**config.mk**
```make
export PLATFORM = sky130hd
export DESIGN_NAME = reed_solomon_decoder_wr_scheduler_flat
export DESIGN_NICKNAME = d
export VERILOG_FILES = /design/src/rtl/reed_solomon_decoder_pkg.sv /design/src/rtl/reed_solomon_decoder_wr_scheduler_if.sv /design/src/rtl/reed_solomon_decoder_line_buffer.sv /design/src/rtl/reed_solomon_decoder_wr_scheduler.sv /design/src/flat_wrapper.sv
export SDC_FILE = /design/constraint.sdc
export NUM_CORES = 2
export LEC_CHECK = 0
export BUFFER_PORTS_ARGS = -buffer_cell sky130_fd_sc_hd__buf_2
export CAP_MARGIN = 20
export CORE_ASPECT_RATIO = 0.6
export CORE_MARGIN = 8
export CORE_UTILIZATION = 55
export DETAILED_ROUTE_END_ITERATION = 6
export HOLD_SLACK_MARGIN = 0.1
export PLACE_DENSITY = 0.81
export SLEW_MARGIN = 0
export SYNTH_ARGS = -nofsm -noshare
export SYNTH_HDL_FRONTEND = slang
export SYNTH_HIERARCHICAL = 1
export SYNTH_SLANG_ARGS = --single-unit
```
**constraint.sdc**
```tcl
create_clock -name clk -period 46.7 [get_ports clk]
set_clock_uncertainty 0.1 [all_clocks]
set_input_delay 11.675 -clock clk [delete_from_list [all_inputs] [get_ports clk]]
set_output_delay 11.675 -clock clk [all_outputs]
set_load 0.01 [all_outputs]
```
**src/rtl/reed_solomon_decoder_pkg.sv**
```systemverilog
// Shared types for the Reed-Solomon decoder AFU: the CCI-P subset used on
// channel 1, write-scheduler states and cache-line geometry.
package reed_solomon_decoder_pkg;

   localparam int CL_BYTES = 64;
   localparam int CL_BITS  = CL_BYTES * 8;

   localparam logic [31:0] HC_CONTROL_START = 32'h0000_0001;

   typedef logic [41:0] t_ccip_clAddr;
   typedef t_ccip_clAddr t_hc_address;
   typedef logic [15:0] t_ccip_mdata;

   typedef enum logic [1:0] {
      eVC_VA  = 2'b00,
      eVC_VL0 = 2'b01,
      eVC_VH0 = 2'b10,
      eVC_VH1 = 2'b11
   } t_ccip_vc;

   typedef enum logic [1:0] {
      eCL_LEN_1 = 2'b00,
      eCL_LEN_2 = 2'b01,
      eCL_LEN_4 = 2'b11
   } t_ccip_clLen;

   typedef enum logic [3:0] {
      eREQ_WRLINE_I = 4'h0,
      eREQ_WRLINE_M = 4'h1,
      eREQ_WRFENCE  = 4'h4
   } t_ccip_c1_req;

   typedef enum logic [3:0] {
      eRSP_WRLINE  = 4'h0,
      eRSP_WRFENCE = 4'h4
   } t_ccip_c1_rsp;

   typedef struct packed {
      t_ccip_vc     vc_sel;
      logic         sop;
      t_ccip_clLen  cl_len;
      t_ccip_c1_req req_type;
      t_ccip_clAddr address;
      t_ccip_mdata  mdata;
   } t_ccip_c1_ReqMemHdr;

   typedef struct packed {
      t_ccip_vc     vc_used;
      logic         hit_miss;
      logic         format;
      logic [1:0]   cl_num;
      t_ccip_c1_rsp resp_type;
      t_ccip_mdata  mdata;
   } t_ccip_c1_RspMemHdr;

   typedef struct packed {
      t_ccip_c1_RspMemHdr hdr;
      logic               rspValid;
   } t_if_ccip_c1_Rx;

   // Only the channel-1 side of the receive bundle is modelled in this slice.
   typedef struct packed {
      logic           c0TxAlmFull;
      logic           c1TxAlmFull;
      t_if_ccip_c1_Rx c1;
   } t_if_ccip_Rx;

   typedef struct packed {
      t_ccip_c1_ReqMemHdr hdr;
      logic [511:0]       data;
      logic               valid;
   } t_if_ccip_c1_Tx;

   typedef enum logic [2:0] {
      S_WRS_IDLE,
      S_WRS_RUN,
      S_WRS_DRAIN,
      S_WRS_DSM,
      S_WRS_DONE
   } t_wrs_state;

   function automatic t_ccip_c1_ReqMemHdr wrline_hdr(input t_ccip_clAddr addr);
      t_ccip_c1_ReqMemHdr h;
      h          = '0;
      h.sop      = 1'b1;
      h.cl_len   = eCL_LEN_1;
      h.req_type = eREQ_WRLINE_I;
      h.address  = addr;
      return h;
   endfunction

endpackage

```
**src/rtl/reed_solomon_decoder_wr_scheduler_if.sv**
```systemverilog
// Byte stream from the decoder plus the CCI-P channel-1 bundle seen by the
// write scheduler; slave is the scheduler side.
interface reed_solomon_decoder_wr_scheduler_if;
   import reed_solomon_decoder_pkg::*;

   logic [7:0]     data_in;
   logic           valid_in;
   logic           ready_out;
   t_if_ccip_Rx    ccip_rx;
   t_if_ccip_c1_Tx ccip_c1_tx;

   modport master (
      output data_in, valid_in, ccip_rx,
      input  ready_out, ccip_c1_tx
   );

   modport slave (
      input  data_in, valid_in, ccip_rx,
      output ready_out, ccip_c1_tx
   );

endinterface

```
**src/rtl/reed_solomon_decoder_line_buffer.sv**
```systemverilog
// NUM_BUFS-slot ring of 64-byte lines: bytes fill one slot MSB-lane first,
// a full slot is sealed and later popped in order by the issue side.
module reed_solomon_decoder_line_buffer
   import reed_solomon_decoder_pkg::*;
#(
   parameter int NUM_BUFS = 2
) (
   input  logic               clk,
   input  logic               reset,
   input  logic               wr_en,
   input  logic [7:0]         wr_byte,
   input  logic               pop,
   output logic               seal,
   output logic               full_next,
   output logic               empty,
   output logic [CL_BITS-1:0] rd_data
);

   localparam int PTR_W = (NUM_BUFS > 1) ? $clog2(NUM_BUFS) : 1;
   localparam int CNT_W = $clog2(NUM_BUFS) + 1;

   logic [CL_BITS-1:0] line_mem [NUM_BUFS];
   logic [5:0]         byte_ptr_reg;
   logic [PTR_W-1:0]   fill_ptr_reg;
   logic [PTR_W-1:0]   issue_ptr_reg;
   logic [CNT_W-1:0]   sealed_cnt_reg;
   logic [CNT_W-1:0]   sealed_cnt_next;
   logic [8:0]         lane_msb;

   assign seal     = wr_en && (byte_ptr_reg == 6'(CL_BYTES - 1));
   assign lane_msb = 9'd511 - {byte_ptr_reg, 3'b000};

   always_comb begin
      sealed_cnt_next = sealed_cnt_reg;
      if (seal && !pop) begin
         sealed_cnt_next = sealed_cnt_reg + CNT_W'(1);
      end else if (pop && !seal) begin
         sealed_cnt_next = sealed_cnt_reg - CNT_W'(1);
      end
   end

   assign full_next = (sealed_cnt_next == CNT_W'(NUM_BUFS));
   assign empty     = (sealed_cnt_reg == '0);
   assign rd_data   = line_mem[issue_ptr_reg];

   // Storage carries no reset so it maps onto RAM; pointers define validity.
   always_ff @(posedge clk) begin
      if (wr_en) begin
         line_mem[fill_ptr_reg][lane_msb -: 8] <= wr_byte;
      end
   end

   always_ff @(posedge clk or posedge reset) begin
      if (reset) begin
         byte_ptr_reg   <= '0;
         fill_ptr_reg   <= '0;
         issue_ptr_reg  <= '0;
         sealed_cnt_reg <= '0;
      end else begin
         sealed_cnt_reg <= sealed_cnt_next;
         if (wr_en) begin
            byte_ptr_reg <= byte_ptr_reg + 6'd1;
         end
         if (seal) begin
            fill_ptr_reg <= fill_ptr_reg + PTR_W'(1);
         end
         if (pop) begin
            issue_ptr_reg <= issue_ptr_reg + PTR_W'(1);
         end
      end
   end

endmodule

```
**src/rtl/reed_solomon_decoder_wr_scheduler.sv**
```systemverilog
// Channel-1 sequencer: packs decoder bytes into lines, writes them out under
// almost-full backpressure, then posts the DSM completion once all are acked.
module reed_solomon_decoder_wr_scheduler
   import reed_solomon_decoder_pkg::*;
#(
   parameter int NUM_BUFS = 2
) (
   input  logic                                clk,
   input  logic                                reset,
   input  logic [31:0]                         hc_control,
   input  t_hc_address                         hc_dsm_base,
   input  t_ccip_clAddr                        wr_base,
   input  t_ccip_clAddr                        wr_size,
   reed_solomon_decoder_wr_scheduler_if.slave  bus,
   output logic                                done,
   output logic                                overflow_err
);

   t_wrs_state         state_reg;
   t_wrs_state         state_next;
   t_ccip_clAddr       wr_offset_reg;
   t_ccip_clAddr       lines_sealed_reg;
   t_ccip_clAddr       lines_sealed_next;
   t_ccip_clAddr       wr_rsp_cnt_reg;
   t_if_ccip_c1_Tx     c1_tx_reg;
   logic               ready_reg;
   logic               ready_next;
   logic               done_reg;
   logic               overflow_reg;
   logic               accept;
   logic               seal;
   logic               pop;
   logic               full_next;
   logic               empty;
   logic               dsm_issue;
   logic               rsp_hit;
   logic               alm_full;
   logic [CL_BITS-1:0] rd_data;
   logic               unused_rx;

   assign alm_full  = bus.ccip_rx.c1TxAlmFull;
   assign accept    = bus.valid_in && ready_reg;
   assign pop       = ((state_reg == S_WRS_RUN) || (state_reg == S_WRS_DRAIN)) && !empty && !alm_full;
   assign dsm_issue = (state_reg == S_WRS_DSM) && !alm_full;
   // Responses landing while idle belong to a run that was reset away.
   assign rsp_hit   = bus.ccip_rx.c1.rspValid && (bus.ccip_rx.c1.hdr.resp_type == eRSP_WRLINE)
                      && (state_reg != S_WRS_IDLE);
   assign unused_rx = ^{bus.ccip_rx.c0TxAlmFull, bus.ccip_rx.c1.hdr.vc_used, bus.ccip_rx.c1.hdr.hit_miss,
                        bus.ccip_rx.c1.hdr.format, bus.ccip_rx.c1.hdr.cl_num, bus.ccip_rx.c1.hdr.mdata};

   reed_solomon_decoder_line_buffer #(
      .NUM_BUFS (NUM_BUFS)
   ) u_line_buffer (
      .clk       (clk),
      .reset     (reset),
      .wr_en     (accept),
      .wr_byte   (bus.data_in),
      .pop       (pop),
      .seal      (seal),
      .full_next (full_next),
      .empty     (empty),
      .rd_data   (rd_data)
   );

   always_comb begin
      state_next = state_reg;
      case (state_reg)
         S_WRS_IDLE:  if (hc_control == HC_CONTROL_START) state_next = S_WRS_RUN;
         S_WRS_RUN:   if (lines_sealed_reg == wr_size) state_next = S_WRS_DRAIN;
         S_WRS_DRAIN: if ((wr_offset_reg == wr_size) && (wr_rsp_cnt_reg == wr_size)) state_next = S_WRS_DSM;
         S_WRS_DSM:   if (!alm_full) state_next = S_WRS_DONE;
         S_WRS_DONE:  state_next = S_WRS_DONE;
         default:     state_next = S_WRS_IDLE;
      endcase
   end

   // ready is computed from next-cycle values so the flop output needs no
   // combinational qualification and never sees ccip_rx directly.
   assign lines_sealed_next = lines_sealed_reg + t_ccip_clAddr'(seal);
   assign ready_next        = (state_next == S_WRS_RUN) && !full_next && (lines_sealed_next < wr_size);

   always_ff @(posedge clk or posedge reset) begin
      if (reset) begin
         state_reg        <= S_WRS_IDLE;
         wr_offset_reg    <= '0;
         lines_sealed_reg <= '0;
         wr_rsp_cnt_reg   <= '0;
         ready_reg        <= 1'b0;
         done_reg         <= 1'b0;
         overflow_reg     <= 1'b0;
         c1_tx_reg        <= '0;
      end else begin
         state_reg        <= state_next;
         ready_reg        <= ready_next;
         lines_sealed_reg <= lines_sealed_next;
         if (pop) begin
            wr_offset_reg <= wr_offset_reg + t_ccip_clAddr'(1);
         end
         if (rsp_hit) begin
            wr_rsp_cnt_reg <= wr_rsp_cnt_reg + t_ccip_clAddr'(1);
         end
         if ((state_reg == S_WRS_RUN) && bus.valid_in && !ready_reg) begin
            overflow_reg <= 1'b1;
         end
         if (state_next == S_WRS_DONE) begin
            done_reg <= 1'b1;
         end

         c1_tx_reg.valid <= 1'b0;
         if (pop) begin
            c1_tx_reg.valid <= 1'b1;
            c1_tx_reg.hdr   <= wrline_hdr(wr_base + wr_offset_reg);
            c1_tx_reg.data  <= rd_data;
         end else if (dsm_issue) begin
            c1_tx_reg.valid <= 1'b1;
            c1_tx_reg.hdr   <= wrline_hdr(hc_dsm_base);
            c1_tx_reg.data  <= CL_BITS'(1);
         end
      end
   end

   assign bus.ready_out  = ready_reg;
   assign bus.ccip_c1_tx = c1_tx_reg;
   assign done           = done_reg;
   assign overflow_err   = overflow_reg;

endmodule
```
**src/flat_wrapper.sv**
```systemverilog
// flat-port wrapper written by rule: the top's interface ports become plain ports
module reed_solomon_decoder_wr_scheduler_flat import reed_solomon_decoder_pkg::*;
#(
   parameter int NUM_BUFS = 2
)
  (clk, reset, hc_control, hc_dsm_base, wr_base, wr_size, done, overflow_err, bus_data_in, bus_valid_in, bus_ccip_rx, bus_ready_out, bus_ccip_c1_tx);
  reed_solomon_decoder_wr_scheduler_if bus_i ();
  input  logic clk;
  input  logic reset;
  input  logic [31:0] hc_control;
  input  t_hc_address hc_dsm_base;
  input  t_ccip_clAddr wr_base;
  input  t_ccip_clAddr wr_size;
  output logic done;
  output logic overflow_err;
  input wire logic [$bits(bus_i.data_in)-1:0] bus_data_in;
  input wire logic [$bits(bus_i.valid_in)-1:0] bus_valid_in;
  input wire logic [$bits(bus_i.ccip_rx)-1:0] bus_ccip_rx;
  output wire logic [$bits(bus_i.ready_out)-1:0] bus_ready_out;
  output wire logic [$bits(bus_i.ccip_c1_tx)-1:0] bus_ccip_c1_tx;
  assign bus_i.data_in = bus_data_in;
  assign bus_i.valid_in = bus_valid_in;
  assign bus_i.ccip_rx = bus_ccip_rx;
  assign bus_ready_out = bus_i.ready_out;
  assign bus_ccip_c1_tx = bus_i.ccip_c1_tx;
  reed_solomon_decoder_wr_scheduler #(.NUM_BUFS(NUM_BUFS)) u_core (.clk(clk), .reset(reset), .hc_control(hc_control), .hc_dsm_base(hc_dsm_base), .wr_base(wr_base), .wr_size(wr_size), .bus(bus_i), .done(done), .overflow_err(overflow_err));
endmodule
```
==> impl_metrics.tcl <==
set metrics [dict create \
    run_status "finished clean" \
    whs_ps 369.3 \
    wl_per_cell_um 27.58 \
    routed_wirelength_um 237300 \
    critPathMaxStageDelay_ps 550 \
    start_kind "primary input" \
    postCtsHoldBufs 0 \
    power.leakage_nw 33.60 \
    synthesis.area_mm2 0.07349 \
    maxCapViolCount 0 \
    yosysWarnings 6 \
    htree_levels 4 \
    synth_edf_count 1024 \
    synth_seq_area_share 0.6561 \
    synth-seq-cells 1722 \
    cpMaxStageDelayCell "and2_1" \
    hold_viol_final 0 \
    hpwlAfterDp_um 168300 \
    worstPathArrival_ps 17150 \
    stdcell_count 8606 \
    clkLatencyLatePin_ps 790 \
    vdd_ir_drop_max_v 0.00002618 \
    first_pass_iters 6 \
    synth_cells 6085 \
    grt_pass1_vias 50410 \
    slew_headroom 0.1493 \
    clk_pin_slew_ps 70 \
    area_delta_synth_final_pct 13.88 \
    top_register "u_core/u_line_buffer/line_mem" \
    numCtsBuffers 157 \
    postCtsSetupRepairBufs 0 \
    io_pins 781 \
    tightest_slew_ps 1275 \
    fin_tns_setup_ps 0 \
    final_common_cell "nand2_1" \
    setup_viol 0 \
    fmax_ghz 0.06048 \
    clockBufferDepth 3 \
    cts_tree "yes" \
    fill_cells 10150 \
    ys_dominant_reg_cell "edfxtp_1" \
    p_per_area_mw_per_mm2 36.34 \
    cts_resized 0 \
    hold_path_class "register to register" \
    ant_nets 0 \
    post-route-util 0.6275 \
    syn_avg_cell_area_um2 12.08 \
    required_ps 47320 \
    die_x_um 487.9 \
    crit_chain "buf_2 > and2_1 > nand3_2 > nor2_2 > ha_1 > nand4_1 > nor2_1 > nand4_1 > nor2_1 > nand3_1 > nor2_1 > xor2_1 > ha_1 > nor2b_1 > o21ai_0 > nand2b_1 > a21oi_1 > o211ai_1 > nor3b_1 > o41a_1" \
    synthDistinctLibCells 88 \
    grt_overflow 0 \
    synth-async-reset-ratio 0.4053 \
    layout-drive-gt1-share 0.2342 \
    drcViolationCount 0 \
    gp_congestion 1.003 \
    critical_path.most_common_cell "nor2_1" \
    final_cell_mix "1167 x nand2_1, 1024 x edfxtp_1, 733 x buf_2" \
    dieHeight_um 299.2 \
    fin_area_mm2 0.08369 \
    fin_crit_ps 16530 \
    place_inst 8302 \
    placed_area_mm2 0.07819 \
    viasPerCell 6.078 \
    slew_violations 0 \
    cp-end-kind "register" \
    criticalPathCategory "primary input to register" \
    core_area_mm2 0.1334 \
    design.die.area_mm2 0.1460 \
    io_buffers 733 \
    cts_sinks 1722 \
    crit_fanout 13 \
    largest_reg_flops 1024 \
    initial_core_util 0.5510 \
    drt_iter0_drc 7206 \
    row_count 104 \
    grt_usage 0.3153 \
    nNetsFinal 6955 \
    fin_crit_sh 0.3540 \
    grt_pass1_wl_um 341500 \
    antenna_found_initial 12 \
    grt_max_degree 179 \
    rsz0062_at_grt "false" \
    clock_tree.root_cell "clkbuf_16" \
    dr_total_vias 52310 \
]
kinds of logic after synthesis:
| group | count (synthesis) | share of synthesized area |
|---|---|---|
| AO/OA/AOI/OAI | 264 | 0.02489 |
| XOR/XNOR | 257 | 0.03063 |
| adder cells (fa/ha/maj) | 94 | 0.01611 |
| buffers and inverters | 453 | 0.02700 |
| flip-flops | 1722 | 0.6561 |
| multiplexers | 517 | 0.07923 |
| other | 1 | 0.00005103 |
| AND/OR/NAND/NOR | 2777 | 0.1660 |
worst paths after layout:
path	startpoint	end	slack, ps	cells past startpoint
max	bus_valid_in	u_core/bus.ready_out	30170	20
min	u_core/bus.ccip_c1_tx[577]	u_core/bus.ccip_c1_tx[577]	370	1
max reg2reg	u_core/u_line_buffer/byte_ptr_reg[0]	u_core/bus.ready_out	40430	19
min reg2reg	u_core/bus.ccip_c1_tx[577]	u_core/bus.ccip_c1_tx[577]	370	1
max in group asynchronous	reset	u_core/lines_sealed_reg[17]	32450	5
min in group asynchronous	reset	u_core/u_line_buffer/sealed_cnt_reg[0]	10890	2
power breakdown:
| part | total, mW | internal [mW] | switching (mW) |
|---|---|---|---|
| registers | 1.61 | 1.60 | 0.00336 |
| logic | 0.0798 | 0.0250 | 0.0547 |
| clock network | 1.36 | 0.772 | 0.585 |
cell type report:
class / count / area, um2 / share of cell area
Clock buffer: 216 / 4437 / 0.05301
Sequential cell: 1722 / 48220 / 0.5762
Timing Repair Buffer: 778 / 4071 / 0.04865
Inverter: 71 / 281.5 / 0.003364
Multi-Input combinational cell: 3933 / 23430 / 0.2800
Tap cell: 1802 / 2255 / 0.02694
Antenna cell: 5 / 12.51 / 0.0001495
Clock inverter: 79 / 979.7 / 0.01171
through the flow:
step / setup slack (ps) / total power [mW]
after detailed placement: 29560 / 1.714
after floorplan: 15640 / 1.682
after CTS: 30380 / 3.056
after global placement: 29610 / 1.714
final: 30170 / 3.042
after global routing: 29900 / 3.120
routing by layer:
| metal | GRT usage | up-vias | wire, um |
|---|---|---|---|
| met2 | 0.4317 | 3230 | 97950 |
| met4 | 0.1111 | 10 | 9252 |
| met3 | 0.09989 | 456 | 32390 |
| met5 | 0 | - | 63 |
| met1 | 0.4733 | 26240 | 97690 |
| li1 | - | 22370 | - |
worst max-delay path: cells and delay by family:
family,cells,cell delay (ps)
compound gates,4,740
simple gates,12,3750
xor+xnor,1,280
buf+inv,1,80
fa+ha+maj,2,620
cell usage after synthesis, drive strengths merged, types with 3 or more instances:
| cell type | count | share of area |
|---|---|---|
| or2 | 4 | 0.00037 |
| o21ai | 62 | 0.0043 |
| xor2 | 84 | 0.010 |
| nor3b | 6 | 0.00068 |
| dfrtp | 698 | 0.24 |
| xnor2 | 173 | 0.021 |
| o21bai | 10 | 0.0010 |
| a21o | 41 | 0.0043 |
| nor2b | 23 | 0.0020 |
| a221o | 3 | 0.00041 |
| a41oi | 4 | 0.00048 |
| nand4 | 55 | 0.0047 |
| nor2 | 627 | 0.032 |
| inv | 71 | 0.0036 |
| o211ai | 4 | 0.00041 |
| nand2 | 1173 | 0.060 |
| a22oi | 35 | 0.0036 |
| a21oi | 48 | 0.0033 |
| a31oi | 7 | 0.00080 |
| o22ai | 4 | 0.00034 |
| nand3b | 5 | 0.00051 |
| buf | 183 | 0.013 |
| o21a | 4 | 0.00041 |
| o41ai | 3 | 0.00061 |
| and4 | 14 | 0.0017 |
| nor4b | 3 | 0.00056 |
| o2111ai | 4 | 0.00048 |
| edfxtp | 1024 | 0.42 |
| nor3 | 51 | 0.0040 |
| nand2b | 17 | 0.0014 |
| a31o | 4 | 0.00048 |
| a211oi | 11 | 0.0013 |
| ha | 93 | 0.016 |
| and2 | 65 | 0.0055 |
| or3 | 17 | 0.0014 |
| mux2 | 515 | 0.079 |
| nand3 | 660 | 0.045 |
| nor4 | 24 | 0.0027 |
| and3 | 28 | 0.0025 |
| a221oi | 9 | 0.0012 |
| clkbuf | 199 | 0.010 |
(Power assumes the default switching activity.)
